## src/rtl/fetch_pkg.sv

```systemverilog
// Shared types and sizing for the instruction fetch stage.
// Optional misaligned-PC trapping is enabled by FETCH_ALIGN_CHECK_EN.
package fetch_pkg;

    typedef enum logic [1:0] {
        IDLE  = 2'd0,
        WAIT  = 2'd1,
        DRAIN = 2'd2
    } fetch_state_e;

    localparam int FETCH_DEPTH  = 2;
    localparam int FETCH_ADDR_W = 32;

    // Queue entry layout: {pc, instruction word, fault}
    localparam int FETCH_ENTRY_W = FETCH_ADDR_W + 32 + 1;

    function automatic int entry_w(input int addr_w);
        return addr_w + 32 + 1;
    endfunction

endpackage

```

## src/rtl/fetch_fifo.sv

```systemverilog
// Small synchronous FIFO buffering fetched words for decode.
// Clear has priority over push and pop; popping an empty queue is ignored.
module fetch_fifo
    import fetch_pkg::*;
#(
    parameter int DEPTH = FETCH_DEPTH,
    parameter int WIDTH = FETCH_ENTRY_W,
    localparam int PW = $clog2(DEPTH),
    localparam int CW = $clog2(DEPTH) + 1
) (
    input  logic             Clk,
    input  logic             Reset,
    input  logic             Clr,
    input  logic             Push,
    input  logic [WIDTH-1:0] Push_Data,
    input  logic             Pop,
    output logic [WIDTH-1:0] Head,
    output logic [CW-1:0]    Count
);

    localparam logic [CW-1:0] FULL = CW'(DEPTH);

    logic [WIDTH-1:0] mem [DEPTH];
    logic [PW-1:0]    wr_ptr;
    logic [PW-1:0]    rd_ptr;
    logic             do_push;
    logic             do_pop;

    assign do_pop  = Pop & (Count != '0);
    assign do_push = Push & ((Count < FULL) | do_pop);
    assign Head    = mem[rd_ptr];

    always_ff @(posedge Clk or negedge Reset) begin
        if (!Reset) begin
            for (int i = 0; i < DEPTH; i++) begin
                mem[i] <= '0;
            end
            wr_ptr <= '0;
            rd_ptr <= '0;
            Count  <= '0;
        end else if (Clr) begin
            wr_ptr <= '0;
            rd_ptr <= '0;
            Count  <= '0;
        end else begin
            if (do_push) begin
                mem[wr_ptr] <= Push_Data;
                wr_ptr      <= wr_ptr + PW'(1);
            end
            if (do_pop) begin
                rd_ptr <= rd_ptr + PW'(1);
            end
            Count <= Count + CW'(do_push) - CW'(do_pop);
        end
    end

endmodule

```

## src/rtl/fetch_unit.sv

```systemverilog
// Instruction fetch: single-outstanding memory read, result queue, flush.
// Define FETCH_ALIGN_CHECK_EN to trap misaligned PCs instead of masking them.
module fetch_unit
    import fetch_pkg::*;
#(
    parameter int DEPTH  = FETCH_DEPTH,
    parameter int ADDR_W = FETCH_ADDR_W
) (
    input  logic              Clk,
    input  logic              Reset,
    input  logic [ADDR_W-1:0] Pc_In,
    input  logic              Pc_Valid,
    output logic              Pc_Ready,
    input  logic              Flush,
    output logic              Mem_Req,
    output logic [ADDR_W-1:0] Mem_Addr,
    input  logic              Mem_Ack,
    input  logic [31:0]       Mem_Rdata,
    output logic              Instr_Valid,
    input  logic              Dec_Ready,
    output logic [31:0]       Instr_Out,
    output logic [ADDR_W-1:0] Instr_Pc,
    output logic              Instr_Fault
);

    localparam int EW = entry_w(ADDR_W);
    localparam int CW = $clog2(DEPTH) + 1;
    localparam logic [CW-1:0] FULL = CW'(DEPTH);

    fetch_state_e      state_q, state_d;
    logic              req_q, req_d;
    logic [ADDR_W-1:0] addr_q, addr_d;
    logic [CW-1:0]     count;
    logic [EW-1:0]     head;
    logic [EW-1:0]     push_data;
    logic              push;
    logic              accept;
    logic              issue;
    logic              fault_push;
    logic [ADDR_W-1:0] req_pc;

    assign Pc_Ready = (state_q == IDLE) & (count < FULL) & ~Flush;
    assign accept   = Pc_Valid & Pc_Ready;

`ifdef FETCH_ALIGN_CHECK_EN
    logic misalign;
    assign misalign   = Pc_In[1:0] != 2'b00;
    assign issue      = accept & ~misalign;
    assign fault_push = accept & misalign;
    assign req_pc     = Pc_In;
`else
    assign issue      = accept;
    assign fault_push = 1'b0;
    assign req_pc     = Pc_In & ~ADDR_W'(3);
`endif

    always_comb begin
        state_d   = state_q;
        req_d     = req_q;
        addr_d    = addr_q;
        push      = 1'b0;
        push_data = {addr_q, Mem_Rdata, 1'b0};
        unique case (state_q)
            IDLE: begin
                if (issue) begin
                    addr_d  = req_pc;
                    req_d   = 1'b1;
                    state_d = WAIT;
                end else if (fault_push) begin
                    push      = 1'b1;
                    push_data = {Pc_In, 32'h0, 1'b1};
                end
            end
            WAIT: begin
                if (Mem_Ack) begin
                    req_d   = 1'b0;
                    state_d = IDLE;
                    push    = ~Flush;
                end else if (Flush) begin
                    state_d = DRAIN;
                end
            end
            // The handshake is never abandoned; the late word is dropped.
            DRAIN: begin
                if (Mem_Ack) begin
                    req_d   = 1'b0;
                    state_d = IDLE;
                end
            end
            default: state_d = IDLE;
        endcase
    end

    always_ff @(posedge Clk or negedge Reset) begin
        if (!Reset) begin
            state_q <= IDLE;
            req_q   <= 1'b0;
            addr_q  <= '0;
        end else begin
            state_q <= state_d;
            req_q   <= req_d;
            addr_q  <= addr_d;
        end
    end

    fetch_fifo #(
        .DEPTH (DEPTH),
        .WIDTH (EW)
    ) u_fifo (
        .Clk       (Clk),
        .Reset     (Reset),
        .Clr       (Flush),
        .Push      (push),
        .Push_Data (push_data),
        .Pop       (Dec_Ready & ~Flush),
        .Head      (head),
        .Count     (count)
    );

    assign Mem_Req     = req_q;
    assign Mem_Addr    = addr_q;
    assign Instr_Valid = count != '0;
    assign Instr_Pc    = head[EW-1 -: ADDR_W];
    assign Instr_Out   = head[32:1];
    assign Instr_Fault = head[0];

endmodule

```

## config.mk

```make
export PLATFORM = sky130hd
export DESIGN_NAME = fetch_unit
export DESIGN_NICKNAME = d
export VERILOG_FILES = /design/src/rtl/fetch_pkg.sv /design/src/rtl/fetch_fifo.sv /design/src/rtl/fetch_unit.sv
export SDC_FILE = /design/constraint.sdc
export NUM_CORES = 1
export LEC_CHECK = 0
export ABC_AREA = 0
export BUFFER_PORTS_ARGS = -buffer_cell sky130_fd_sc_hd__buf_4
export CORE_ASPECT_RATIO = 1.5
export CORE_UTILIZATION = 35
export DETAILED_ROUTE_END_ITERATION = 16
export GPL_ROUTABILITY_DRIVEN = 0
export PLACE_DENSITY = 0.56
export RECOVER_POWER = 50
export SYNTH_ARGS = -nofsm -noshare
export SYNTH_HDL_FRONTEND = slang
export SYNTH_SLANG_ARGS = --single-unit
```

## constraint.sdc

```tcl
create_clock -name Clk -period 3.6 [get_ports Clk]
set_input_delay 0.72 -clock Clk [delete_from_list [all_inputs] [get_ports Clk]]
set_output_delay 0.72 -clock Clk [all_outputs]
set_load 0.05 [all_outputs]
```

==> results of run 1 <==
-- sequential cells by signal, summed over array words and instances (netlist names) --
register       flops
Mem_Req            1
Mem_Addr          30
u_fifo.Count       2
u_fifo.wr_ptr      1
u_fifo.rd_ptr      1
state_q            2
u_fifo.mem       124
-- how the worst max path moves through the flow --
stage	slack, ns	from	cells past startpoint	to
after global routing	0.56	u_fifo.rd_ptr	3	Instr_Out[18]
after CTS	0.61	u_fifo.rd_ptr	3	Instr_Out[18]
after floorplan	0.56	Flush	5	Mem_Addr[10]
after global placement	1.10	u_fifo.rd_ptr	3	Instr_Out[18]
final	0.68	u_fifo.rd_ptr	3	Instr_Pc[2]
after detailed placement	1.08	u_fifo.rd_ptr	3	Instr_Pc[2]
-- cell families after synthesis --
group                      Yosys count  share of synthesized area, %
adders and majority gates            6                         1.029
muxes                              217                         36.52
AOI/OAI and AO/OA                    7                        0.6516
and+or+nand+nor                     20                         1.664
xor gates and xnor gates             3                        0.3601
DFF                                161                         55.21
buffers and inverters               34                         4.510
other                                1                       0.05139
-- layer usage --
layer,vias up,share of wire [%],GRT usage (%)
met5,-,0,0
met4,0,1.7,6.094
met3,14,4.2,4.198
met2,94,53,27.31
met1,2178,41,17.29
li1,1905,-,-
-- cell usage after synthesis, types with 2 or more instances --
library cell    n  area (um2)
dfrtp_1       161        4029
xor2_1          2       17.52
inv_1           5       18.77
buf_6           8       90.09
nand2_1         5       18.77
nor2_1          5       18.77
clkbuf_8        2       27.53
buf_4           6       45.04
a21oi_1         2       10.01
ha_1            6       75.07
mux2_4         59       885.9
buf_1           6       22.52
buf_12          6       120.1
mux2_2        158        1779
-- per-stage QoR --
step	setup slack, ns	hold slack [ns]	utilization (%)
after floorplan	0.5600	0.4244	-
after global placement	1.096	0.4810	42.33
after detailed placement	1.079	0.4869	42.33
after CTS	0.6147	0.3316	45.56
after global routing	0.5574	0.5003	44.75
final	0.6796	0.4951	44.75
-- final cells by class --
class | count | area (um2) | share of cell area, %
Sequential cell | 161 | 4030 | 44.11
Multi-Input combinational cell | 258 | 2924 | 32.00
Timing Repair Buffer | 168 | 1174 | 12.84
Clock buffer | 22 | 454.2 | 4.971
Tap cell | 264 | 330.3 | 3.615
Clock inverter | 10 | 206.4 | 2.259
Inverter | 5 | 18.77 | 0.2054
-- worst register-to-register path, delay by kind of cell, from the launching register on --
kind	cells	cell delay (ns)
flip-flops	1	0.41
AND/OR/NAND/NOR	3	1.12
multiplexers	1	0.34
buffers and inverters	2	0.52
adder cells (fa/ha/maj)	1	0.21
==> results.cfg, run 1 <==
[cts]
cts_hold_buf = 0
cts_setup_buffers = 0
clock-sinks = 161
cts_root_buf = clkbuf_16
cts_buffers = 17
clkLatencyLatePin_ns = 0.43
cts_resized = 0
cts_tree = built
clockBufferDepth = 2
clkTransAtPathRegs_ns = 0.06
htreeDepth = 4

[sta]
fin_skew_ns = 0.01018
rsz0062_at_grt = false
finalMaxSlewViolations = 73
period_share_pct = 81.12
fmax_ghz = 0.3424
hold_viol_final = 0
worst_slew_pin_slew_ns = 1.898
relSlewSlack_pct = -26.53
setup_tns_ns = 0
setup_viol = 0
min_period_ns = 2.920

[run]
cap_viol_max_count = 1

[grt]
grt_pass1_wl_um = 24910
gr-total-overflow = 0
grt_pass1_vias = 4656
antenna_found_initial = 0
grt_use_total_pct = 15.35
grt_max_degree = 74

[final_layout]
drive_above_1_share_pct = 61.06
final_nets = 687
instances_no_fill = 888
final_cell_mix = dfrtp_1 (160), mux2_2 (158), buf_4 (131), mux2_4 (52), clkbuf_1 (36)
area_delta_synth_final_pct = 25.22
fillers = 1880
final_common_cell = dfrtp_1
final_area_um2 = 9138
n_antenna_cell = 0

[detailed_routing]
wl_per_cell_um = 17.39
drt_iter0_markers = 152
ant_nets = 0
routed_wl_um = 15440
via_count = 4191
vias_per_cell = 4.720
drcViolationCount = 0
drt_pass1_iterations = 5

[critical_path]
cp_num_buf_inv = 2
r2r_cells = 7
critPathMaxFanout = 39
crit_slowest_cell = dfrtp_2
cp.required_ns = 2.88
reg2reg_slack_ns = 0.89
crit_path_cell_trace = buf_12 > mux2_2 > buf_4
slowest_delay_ns = 0.81
r2r_start = state_q[1]
worstSetupPathType = reg -> out
crit_path_start_kind = flop
critPathCaptureType = output pin
critPathTopFamily = flip-flops
worstPathArrival_ns = 2.20
timing.rr.end = u_fifo.mem[39]

[yosys]
synthFlopType = dfrtp_1
yosys_warnings = 0
synthArstFlopShare_pct = 100.0
syn_avg_cell_area_um2 = 16.25
yosys_register_bits = 161
synth_cell_types = 32
seq_area_frac_synth_pct = 55.21
netlist_area_um2 = 7297
synth_edf_count = 0
netlist_instances = 449

[placed_design]
portBuffers = 162
dpl_cell_area_um2 = 8643
dp_hpwl_um = 10190
placedCellCount = 856

[min_path]
min_path_type = reg -> reg
worstHoldStart = u_fifo.mem[104]
whs_endpoint = u_fifo.mem[104]
hold_depth = 1

[floorplan]
die_x_um = 119.9
io_pins = 170
start_util_pct = 35.74
coreArea_um2 = 20420
die_y_um = 178.8
row_count = 64
dieArea_um2 = 21440

[status]
violations = capacitance limit, slew limit
status = finished with violations
Power of run 1 is left out: the tool's default activity adds up to more than one toggle a clock period on the data nets, which glitch-free logic cannot reach.
==> run 2: changes to the inputs <==
==> constraint.sdc (replaced) <==
create_clock -name Clk -period 2.9 [get_ports Clk]
set_input_delay 0.58 -clock Clk [delete_from_list [all_inputs] [get_ports Clk]]
set_output_delay 0.58 -clock Clk [all_outputs]
set_load 0.05 [all_outputs]
==> results.cfg, run 2 (same netlist as run 1, synthesis figures left out) <==
[grt]
grt_pass1_wl_um = 24450
grt_use_total_pct = 14.98
gr-total-overflow = 0
grt_max_degree = 64
antenna_found_initial = 0
grt_pass1_vias = 4577

[sta]
worst_slew_pin_slew_ns = 1.579
holdWs_ns = 0.3773
fin_skew_ns = 0.006987
setup_tns_ns = 0
hold_viol_final = 0
finalMaxSlewViolations = 64
period_share_pct = 87.41
fmax_ghz = 0.3945
rsz0062_at_grt = false
min_period_ns = 2.535
setup_viol = 0
relSlewSlack_pct = -5.246

[detailed_routing]
vias_per_cell = 4.635
wl_per_cell_um = 17.06
ant_nets = 0
drt_pass1_iterations = 4
routed_wl_um = 15260
via_count = 4144
drcViolationCount = 0
drt_iter0_markers = 124

[critical_path]
crit_path_start_kind = flop
critPathTopFamily = buffers and inverters
crit_path_cell_trace = inv_1 > ha_1 > nand2_1 > nor3_4 > nand2_2 > clkbuf_2 > mux2_2
crit_slowest_cell = clkbuf_2
critPathMaxFanout = 44
worstPathArrival_ns = 2.84
critPathCaptureType = flop
cp.required_ns = 3.20
cp_num_buf_inv = 2
slowest_delay_ns = 0.71
worstSetupPathType = reg -> reg

[floorplan]
io_pins = 170
dieArea_um2 = 21440
row_count = 64
die_x_um = 119.9
start_util_pct = 35.74
die_y_um = 178.8
coreArea_um2 = 20420

[cts]
clkLatencyLatePin_ns = 0.42
cts_buffers = 17
clkTransAtPathRegs_ns = 0.06
cts_setup_buffers = 0
cts_hold_buf = 0
htreeDepth = 4
clock-sinks = 161
clockBufferDepth = 2
cts_root_buf = clkbuf_16
cts_tree = built
cts_resized = 0

[placed_design]
dp_hpwl_um = 10240
placedCellCount = 861
portBuffers = 162

[final_layout]
final_cell_mix = dfrtp_1 (160), mux2_2 (158), buf_4 (134), mux2_4 (59), clkbuf_1 (35)
fillers = 1897
largest_reg_flops = 124
drive_above_1_share_pct = 62.80
multi_input_area_um2 = 2957
final_common_cell = dfrtp_1
instances_no_fill = 894
final_nets = 692
area_delta_synth_final_pct = 25.21
seqCellArea_um2 = 4030
largest-register = u_fifo.mem

[status]
violations = capacitance limit, slew limit
status = finished with violations

[min_path]
min_path_type = in -> reg

[run]
cap_viol_max_count = 1
-- run 2: worst register-to-register path, cell delays in order, from the launching register on --
cell	delay [ns]
dfrtp_1	0.41
inv_1	0.12
ha_1	0.21
nand2_1	0.12
nor3_4	0.19
nand2_2	0.08
clkbuf_2	0.71
mux2_2	0.59
-- run 2: per-stage QoR --
stage / util (%) / setup slack (ns) / area [um2]
final: 44.74 / 0.3651 / 9136
after global routing: 44.73 / 0.1822 / 9134
after CTS: 45.54 / 0.3948 / 9299
after floorplan: - / 0.00003531 / 7312
after detailed placement: 42.57 / 0.6556 / 8693
after global placement: 42.57 / 0.6964 / 8693
-- run 2: final cells by class --
| class | count | share of cell area (%) |
|---|---|---|
| Clock inverter | 10 | 1.438 |
| Multi-Input combinational cell | 258 | 32.36 |
| Antenna cell | 1 | 0.02739 |
| Timing Repair Buffer | 173 | 13.05 |
| Tap cell | 264 | 3.615 |
| Inverter | 5 | 0.2054 |
| Sequential cell | 161 | 44.11 |
| Clock buffer | 22 | 5.190 |
-- run 2: worst paths after layout --
check                               start              to  slack, ns  depth (start not counted)
setup reg to reg               state_q[1]  u_fifo.mem[21]       0.37                          7
setup / recovery               state_q[1]  u_fifo.mem[21]       0.37                          7
min in group asynchronous           Reset  u_fifo.mem[89]       0.54                          1
hold / removal                    Mem_Ack      state_q[1]       0.38                          2
max in group asynchronous           Reset   u_fifo.mem[6]       0.68                          2
hold reg to reg            u_fifo.mem[42]  u_fifo.mem[42]       0.50                          1
-- run 2: per-layer routing --
| layer | global-route usage (%) | part of all wire (%) | vias to the layer above |
|---|---|---|---|
| met1 | 16.90 | 40 | 2134 |
| met5 | 0 | 0 | - |
| met2 | 27.07 | 55 | 86 |
| met3 | 3.817 | 4.3 | 12 |
| li1 | - | - | 1912 |
| met4 | 5.469 | 1.4 | 0 |
Power of run 2 is left out for the same reason.
